$ cat src/rtl/tt_um_unload.sv
// Readback serializer: snapshots the flat weight vector on start and streams it MSB-first, OUT_BITS per beat.
// Latency: first beat valid 1 clock after start; done pulses 1 clock after the last beat is accepted.
// Backpressure: valid/ready; while ui_ready is low the current beat and its index hold; ena=0 freezes everything.
module tt_um_unload #(
    parameter int MAX_IN_LEN  = 16,
    parameter int MAX_OUT_LEN = 8,
    parameter int WIDTH       = 2,
    parameter int OUT_BITS    = 8,
    localparam int TOTAL_BITS = WIDTH * MAX_IN_LEN * MAX_OUT_LEN,
    localparam int BEATS      = TOTAL_BITS / OUT_BITS,
    localparam int BEAT_BITS  = (BEATS > 1) ? $clog2(BEATS) : 1
) (
    input  logic                  clk,
    input  logic                  rst_n,
    input  logic                  ena,
    input  logic                  ui_start,
    input  logic                  ui_abort,
    input  logic                  ui_ready,
    input  logic [TOTAL_BITS-1:0] ui_weights,
    output logic [OUT_BITS-1:0]   uo_data,
    output logic                  uo_valid,
    output logic                  uo_busy,
    output logic [BEAT_BITS-1:0]  uo_beat,
    output logic                  uo_done
);

    typedef enum logic [1:0] {
        S_IDLE = 2'd0,
        S_SEND = 2'd1,
        S_DONE = 2'd2
    } state_t;

    localparam logic [BEAT_BITS-1:0] LAST_BEAT = BEAT_BITS'(BEATS - 1);

    state_t                 r_state;
    logic [TOTAL_BITS-1:0]  r_shadow;
    logic [BEAT_BITS-1:0]   r_beat;

    state_t                 w_state_nxt;
    logic [TOTAL_BITS-1:0]  w_shadow_nxt;
    logic [BEAT_BITS-1:0]   w_beat_nxt;
    logic                   w_valid;
    logic                   w_busy;
    logic                   w_done;

    // State, snapshot and beat counter registers; all updates come from the next-state logic.
    always_ff @(posedge clk or negedge rst_n) begin
        if (!rst_n) begin
            r_state  <= S_IDLE;
            r_shadow <= '0;
            r_beat   <= '0;
        end else begin
            r_state  <= w_state_nxt;
            r_shadow <= w_shadow_nxt;
            r_beat   <= w_beat_nxt;
        end
    end

    // Next-state and output decode; with ena low nothing advances and valid/done are masked.
    always_comb begin
        w_state_nxt  = r_state;
        w_shadow_nxt = r_shadow;
        w_beat_nxt   = r_beat;
        w_valid      = 1'b0;
        w_busy       = 1'b0;
        w_done       = 1'b0;

        case (r_state)
            S_SEND: begin
                w_valid = ena;
                w_busy  = 1'b1;
            end
            S_DONE: begin
                w_done = ena;
                w_busy = 1'b1;
            end
            default: begin
                w_valid = 1'b0;
            end
        endcase

        if (ena) begin
            if (ui_abort) begin
                // Abort wins over any transfer this cycle; the snapshot is left as is.
                w_state_nxt = S_IDLE;
                w_beat_nxt  = '0;
            end else begin
                case (r_state)
                    S_IDLE: begin
                        if (ui_start) begin
                            w_shadow_nxt = ui_weights;
                            w_beat_nxt   = '0;
                            w_state_nxt  = S_SEND;
                        end
                    end
                    S_SEND: begin
                        if (ui_ready) begin
                            w_shadow_nxt = r_shadow << OUT_BITS;
                            if (r_beat == LAST_BEAT) begin
                                w_beat_nxt  = '0;
                                w_state_nxt = S_DONE;
                            end else begin
                                w_beat_nxt = r_beat + 1'b1;
                            end
                        end
                    end
                    S_DONE: begin
                        w_state_nxt = S_IDLE;
                    end
                    default: begin
                        w_state_nxt = S_IDLE;
                    end
                endcase
            end
        end
    end

    // The top slice of the snapshot is always the current beat.
    assign uo_data  = r_shadow[TOTAL_BITS-1 -: OUT_BITS];
    assign uo_valid = w_valid;
    assign uo_busy  = w_busy;
    assign uo_beat  = r_beat;
    assign uo_done  = w_done;

endmodule

$ cat config.mk
export PLATFORM = sky130hd
export DESIGN_NAME = tt_um_unload
export DESIGN_NICKNAME = d
export VERILOG_FILES = /design/src/rtl/tt_um_unload.sv
export SDC_FILE = /design/constraint.sdc
export NUM_CORES = 1
export LEC_CHECK = 0
export CORE_MARGIN = 2
export CORE_UTILIZATION = 52
export DETAILED_ROUTE_END_ITERATION = 8
export PLACE_DENSITY_LB_ADDON = 0.2
export REMOVE_ABC_BUFFERS = 1
export SYNTH_ARGS = -nofsm -noshare
export SYNTH_HDL_FRONTEND = slang
export SYNTH_SLANG_ARGS = --single-unit
export TNS_END_PERCENT = 100
$ cat constraint.sdc
create_clock -name clk -period 4.8 [get_ports clk]
set_input_delay 0.96 -clock clk [delete_from_list [all_inputs] [get_ports clk]]
set_output_delay 0.96 -clock clk [all_outputs]
set_load 0.02 [all_outputs]
Word-level counts from Yosys, hierarchy flattened:

Index checks and enable logic that the tools add are counted.
W data, S select, Z words.

* register bits: 263
* word-level logic and storage cells: 36

* $add $sub $neg: 1
* eq/ne operators: 8
* multiplexer cells: 16
* bitwise logic cells: 1
* reduce and logical (&&, ||, !) cells: 7

Operators with widths (count)
* $mux W256: 2
* $pmux W256 S2: 1
* $mux W5: 4
* $pmux W5 S2: 1
* $ne A3 B3 Y1 const B: 3
* $mux W2: 4
* $reduce_and A4 Y1: 2
* $add A5 B1 Y5 const B: 1
* $eq A5 B5 Y1 const B: 1
* $reduce_and A5 Y1: 1
* $ne A2 B2 Y1 const B: 2
* $pmux W2 S2: 1
* $mux W1: 3
* $reduce_bool A3 Y1: 1
* $eq A2 B1 Y1 const B: 1
* $eq A2 B2 Y1 const B: 1
* $logic_not A2 Y1: 1
* $reduce_bool A2 Y1: 1
* $reduce_or A2 Y1: 1
* $not A1 Y1: 1

Longest topological paths before layout:

Gate-level depths: netlist of the first run.

* word-level depth: 5
* mapped depth: 7

Worst setup path after synthesis of the first run:

No wires, ideal clock.

* kind: register to output
* start point: register r_state[1]
* end point: output uo_valid
* data arrival time: 1.356 ns
* setup slack: 2.484 ns
* stages on the path, launching flop included: 6
* cells stage by stage: dfrtp_1 -> inv_1 -> ha_1 -> buf_2 -> clkbuf_1 -> and2_1

* word-level cells in the longest chain between the ends: 2

Ends and longest elaborated chain
* from (decl): RTL line 35 `state_t r_state;`
* from (signal assigned): RTL line 53 `r_state <= w_state_nxt;`
* $eq A2 B1 Y1: RTL line 68 `case (r_state)`
* $mux W1: RTL line 68
* to (decl): RTL line 21 `output logic uo_valid,`

Every way passes these cells.

Worst setup path after layout of the first run:

* start point: input ena
* end point: output uo_valid

* word-level cells in the longest chain between the ends: 1

Ends and longest elaborated chain
* from (decl): RTL line 15 `input logic ena,`
* $mux W1: RTL line 68

Every way passes these cells.

==> results of run 1 <==
cells in the mapped netlist (3+ instances only):
cell type  count
mux2_2       483
dfrtp_1      263
clkbuf_1      25
buf_2         22
mux2_1        21
buf_4         17
nor2b_1        9
ha_1           6
nand2_1        6
o311ai_0       4
a31oi_1        3
and2_1         3
inv_1          3
nand2b_1       3
nand3_1        3
flip-flops by register name, summed over array words and instances (netlist names):
name	flops
r_state	2
r_shadow	256
uo_beat	5
power groups by stage:
stage	Combinational [mW]	Clock [mW]	Sequential, mW
3_5_place_dp	2.00	0	3.68
6_report	1.98	2.10	3.65
2_1_floorplan	1.62	0	3.56
5_1_grt	2.17	2.27	3.78
4_1_cts	2.02	2.17	3.66
3_3_place_gp	1.94	0	3.64
metal layers:
metal	track usage (%)	vias to the layer above
li1	-	3735
met1	24.4	3875
met2	31.6	191
met3	6.49	38
met4	4.99	2
met5	0.568	-
worst max-delay path, stage by stage:
cell,delay [ps]
clkdlybuf4s50_1,620
and2_1,170
clkdlybuf4s50_1,590
logic make-up after synthesis:
logic type,after synthesis,synth area share (%)
and+or+nand+nor,29,1.37
DFF,263,50.6
adders and majority gates,6,0.577
AOI/OAI and AO/OA,16,0.934
buffers and inverters,69,2.69
muxes,506,43.8
layout make-up:
cell class	instances	area share, %
antenna	2	0.0296
clock buffer	46	5.22
inverter	4	0.0889
tap	324	2.40
sequential	263	39.0
multi-input combinational	557	36.0
clock inverter	4	0.133
timing repair buffer	286	17.1
how the worst max path moves through the flow:
stage                     startpoint       endpoint  slack (ps)  cells after the start
after floorplan           r_state[1]    r_shadow[0]      -12290                      5
after global placement           ena   r_shadow[99]        1400                      5
after detailed placement         ena  r_shadow[212]        1390                      5
after CTS                        ena       uo_valid        1490                      3
after global routing             ena        uo_done        1430                      3
final                            ena       uo_valid        1490                      3
==> impl_results.md, run 1 <==
- Cell Pwr Density: 458 nW/um^2
- Crit path DAT: between 2000 and 2500 ps
- Dominant synthesized flop cell: dfrtp_1
- CTS buffer count: 30
- Resize count post-CTS: 0
- DR WL/cell: 17.1 um
- RSZ-0062 raised after global routing: false
- Multi-input logic area: between 6000 and 7000 um^2
- CP required: roughly 3800 ps
- Fmax: 302 MHz
- R2R cell count: 6
- Main area contributors after synthesis: dfrtp_1 51%, mux2_2 42%, mux2_1 1.8%
- P_leak: between 6 and 7 nW
- Maximum vdd drop: approximately 0.00033 V
- Register area share after synthesis: about half
- Setup crit end kind: output pin
- Overflow after GRT: 0
- Die H: around 160 um
- Combinational share of power: roughly 26%
- Run status: completed
- Ratio of cells with drive above 1 in the final layout: 46.2%
- First-pass GRT wire length: a little over 40 mm
- Die Wd: roughly 160 um
- CTS max path bufs: 3
- Tot GR Track Use: between 10% and 20%
- Placed Cells: about 1,400
- Proportion of power drawn by the clock network: ~27%
- # nets final: 1,410
- P_sw: around 1.9 mW
- # IOs: 278
- R2r setup slk: slightly below 2000 ps
- Insertion delay to the later sink of the worst-skew pair: approximately 540 ps
- Post-CTS Setup Inserts: 0
- WL met2: about 12 mm
- Final Hold Fails: 0
- Finished Cell Area: about 17,000 um^2
- Initial antenna violation count: 3
- EDFF count, synth: 0
- Final setup viols: 0
- Yosys warns: 0
- Synthesized flop and latch total: ~260
- Worst slew pin tran: just over 1000 ps
- Final worst setup slack: between 1000 and 1500 ps
- DRC violations left: 0
- DR vias/cell: 5.28
- DR top layer: met5
- Hpwl dp: 16.6 mm
- # Max-Cap Violations: 0
- Vias in the first global route: 8,130
- Final WL: between 20 and 30 mm
- FF-to-FF End: r_shadow[212]
- Core box area: ~24,000 um^2
- Post-route ant nets: 0
- HP Class: input pin to asynchronous set/reset pin
- Total power: between 7 and 8 mW
- Finished Core Util: just under 70%
- Placed cell area: 16,000 um^2
- Initial Util: a little over half
- Minimum clock period: about 3300 ps
- Via Count: about 7,800
- Metal3 WL: slightly above 2 mm
- CTS H-Tree Depth: 1
- Post-Syn Instances: 889
- Row cnt: 57
- Mapped Area: approximately 13,000 um^2
- Final hold slack: 478 ps
- Fin Setup TNS: 0 ps
- Worst setup SP type: input pin
- Commonest non-fill, non-tap cell in the layout: mux2_2
- Reg clk slew, reported paths: 50 ps
- Flop pwr share: 47.2%
- Sequential Area: around 6600 um^2
- Commonest non-fill, non-tap cells in the layout: 483 x mux2_2, 276 x clkdlybuf4s50_1, 263 x dfrtp_1
- Pins Over Slew Limit: 0
- Switching share of power: between 20% and 30%
- Headroom to the max-slew limit: roughly a third
- Placer Congestion: 0.760
- Async set-reset flop share out of synthesis: 100%
- Synth top area share: between 50% and 60%
- DRT iter0 DRCs: around 420
- Area Growth Syn to Fin: 29.9%
- CTS tree: done
- WL met1: about 11 mm
- Internal: 5.80 mW
- Hold-fix buffers at CTS: 0
- Largest area contributor in the netlist: dfrtp_1
- WS Path Type: input pin to output pin
- Port Buf Inserts: 277
- Post-synth cell types: 29
- Die Area: about 26,000 um^2
- Crit Reg-Reg Startpoint: r_state[1]
- TritonRoute pass-1 iters: 4
- CP max FO: 9
- Largest net degree at the start of global routing: ~170
- CTS sink cnt: between 200 and 300
- Period Utilization, post-route: around 69%
- Setup WS pre-CTS: 1390 ps
- Post-Syn Area per Cell: ~15 um^2
- Clk_skew: roughly 5.4 ps
- Clock root cell: clkbuf_16
- Fin cells: between 1,000 and 1,500
- Fillers: between 1,500 and 2,000
(Power assumes the default switching activity.)
==> run 2: changes to the inputs <==
Settings changed: CORE_UTILIZATION 52 to 47.
Clock period 4.8 ns to 2.9 ns, I/O delays scaled along.
==> run 2 against run 1 <==
Power rose by 68%; critical path depth rose by 1; design area rose by 1.8%; clock skew rose by 4.1 ps; critical endpoint unchanged.
==> impl_results.md, run 2 (same netlist as run 1, synthesis figures left out) <==
- Run status: completed
- CTS max path bufs: 3 (unchanged)
- Period Utilization, post-route: around 90%
- Row cnt: 60 (+5.3%)
- Worst setup SP type: flip-flop
- Initial antenna violation count: 3 (unchanged)
- CP max FO: 13 (+4)
- TritonRoute pass-1 iters: 4 (unchanged)
- Reg clk slew, reported paths: 60 ps (about the same)
- Die Wd: 170 um (+5.1%)
- Area Growth Syn to Fin: 32.2%
- Ratio of cells with drive above 1 in the final layout: 47.4% (+1.2 points)
- Setup crit end kind: output pin
- RSZ-0062 raised after global routing: false
- P_leak: 6.91 nW (+2.2%)
- Total power: 13.0 mW (+68%)
- DR WL/cell: 17.4 um (+1.4%)
- Insertion delay to the later sink of the worst-skew pair: 530 ps (about the same)
- Hpwl dp: 18.0 mm (+8.3%)
- Biggest register: r_shadow
- HP Class: input pin to asynchronous set/reset pin
- CP required: 2320 ps (-1520 ps)
- Metal3 WL: 1.81 mm (-12%)
- WL met1: 11.6 mm (+5.0%)
- Tot GR Track Use: 18.2% (-0.99 points)
- Minimum clock period: 2690 ps
- Sequential Area: 6580 um^2 (unchanged)
- R2R cell count: 7 (+1)
- Clock root cell: clkbuf_16
- WL met2: 12.6 mm (+6.2%)
- Die Area: 29,000 um^2 (+10%)
- Hold-fix buffers at CTS: 0 (unchanged)
- DR vias/cell: 5.19 (-1.7%)
- Die H: 170 um (+5.1%)
- # IOs: 278 (unchanged)
- Worst path cell trace: inv_1 -> ha_4 -> and2_1 -> clkdlybuf4s50_1
- CTS tree: done
- Multi-input logic area: 6080 um^2 (unchanged)
- CTS H-Tree Depth: 1 (unchanged)
- Max reg flops: 256 (unchanged)
- Overflow after GRT: 0 (unchanged)
- Crit path buffers/inverters: 2 (unchanged)
- DRT iter0 DRCs: 286 (-32%)
- Final hold slack: 6.50 ps (-472 ps)
- Placer Congestion: 0.772 (+1.6%)
- Worst slew pin tran: 898 ps (-110 ps)
- Slowest CP cell: clkdlybuf4s50_1
- Initial Util: 48.1% (-5.0 points)
- DR top layer: met5
- WS Path Type: flip-flop to output pin
- Post-CTS Setup Inserts: 0 (unchanged)
- Headroom to the max-slew limit: 40.1% (+7.3 points)
- Resize count post-CTS: 0 (unchanged)
- Cell Pwr Density: 755 nW/um^2 (+65%)
- Fillers: 2,134 (+21%)
- Vias in the first global route: 8,237 (+1.3%)
- Via Count: 7,893 (+0.66%)
- Fmax: about 370 MHz
- Final Hold Fails: 0 (unchanged)
- Crit Reg-Reg Startpoint: r_state[1]
- Largest net degree at the start of global routing: 160 (-4.2%)
- Final WL: 26.4 mm (+3.8%)
- DRC violations left: 0 (unchanged)
- Core box area: 27,000 um^2 (+10%)
- Clk_skew: 9.51 ps (+4.11 ps)
- CTS buffer count: 29 (-3.3%)
- Crit path DAT: 2110 ps (-240 ps)
- FF-to-FF End: r_shadow[170]
- # nets final: 1,426 (+1.1%)
- CP delay by family, top: buffers and inverters
- Maximum vdd drop: 0.000574 V (+75%)
- Final setup viols: 0 (unchanged)
- Finished Core Util: 63.6% (-5.4 points)
- Max incr delay on CP: 590 ps (-30 ps)
- Port Buf Inserts: 277 (unchanged)
- Post-route ant nets: 0 (unchanged)
- CTS sink cnt: 263 (unchanged)
- First-pass GRT wire length: 42.8 mm (+4.0%)
- Commonest non-fill, non-tap cell in the layout: mux2_2
- # Max-Cap Violations: 0 (unchanged)
- R2r setup slk: 460 ps (-1480 ps)
- Commonest non-fill, non-tap cells in the layout: 483 x mux2_2, 276 x clkdlybuf4s50_1, 263 x dfrtp_1
- Pins Over Slew Limit: 0 (unchanged)
[run 2: changes by cell type in the layout (fill, tap and decap cells not counted), sizes merged]
cell	before	now
clkinv	3	7
buf	10	27
clkbuf	46	44
diode	2	1
bufinv	0	1
clkinvlp	1	0
[run 2: layer usage]
metal	vias to the layer above	GRT usage, %
met4	2	3.64
met3	30	5.14
met5	-	0
met2	176	30.2
met1	3913	24.0
li1	3772	-
[run 2: worst reg2reg max path: stages (launching register included)]
cell	delay, ps
dfrtp_1	420
inv_1	150
ha_4	270
mux2i_1	210
nor4_4	410
buf_12	290
buf_4	240
mux2_2	350
[run 2: final cells by class]
class | instances | area share, %
flip-flops and latches | 263 | 38.3
clock buffers | 44 | 5.07
well taps | 341 | 2.48
multi-input cells | 557 | 35.4
diodes | 1 | 0.0146
inverters | 4 | 0.0873
clock inverters | 8 | 0.378
repair buffers | 303 | 18.3
[run 2: per-stage QoR]
stage               std cells  instance area [um^2]  worst slack (ps)   TNS, ps
CTS                      1520                 17200               169         0
global placement         1468                 16300               250         0
floorplan                 824                 12700            -14190  -3667100
finish                   1521                 17200               210         0
global route             1521                 17200              95.2         0
detailed placement       1468                 16300               238         0
[run 2: how the worst max path moves through the flow]
stage	start	to	cells after the start
5_1_grt	r_state[1]	uo_valid	4
6_report	r_state[1]	uo_valid	4
3_3_place_gp	ui_ready	r_shadow[88]	6
4_1_cts	r_state[1]	uo_valid	4
3_5_place_dp	ui_ready	r_shadow[194]	6
2_1_floorplan	r_state[1]	r_shadow[0]	5
[run 2: where the power goes]
part	leakage [nW]	internal [mW]	switching, mW
Sequential	3.13	5.29	0.744
Combinational	3.30	2.30	1.06
Clock	0.471	2.14	1.44
Total	6.91	9.73	3.25
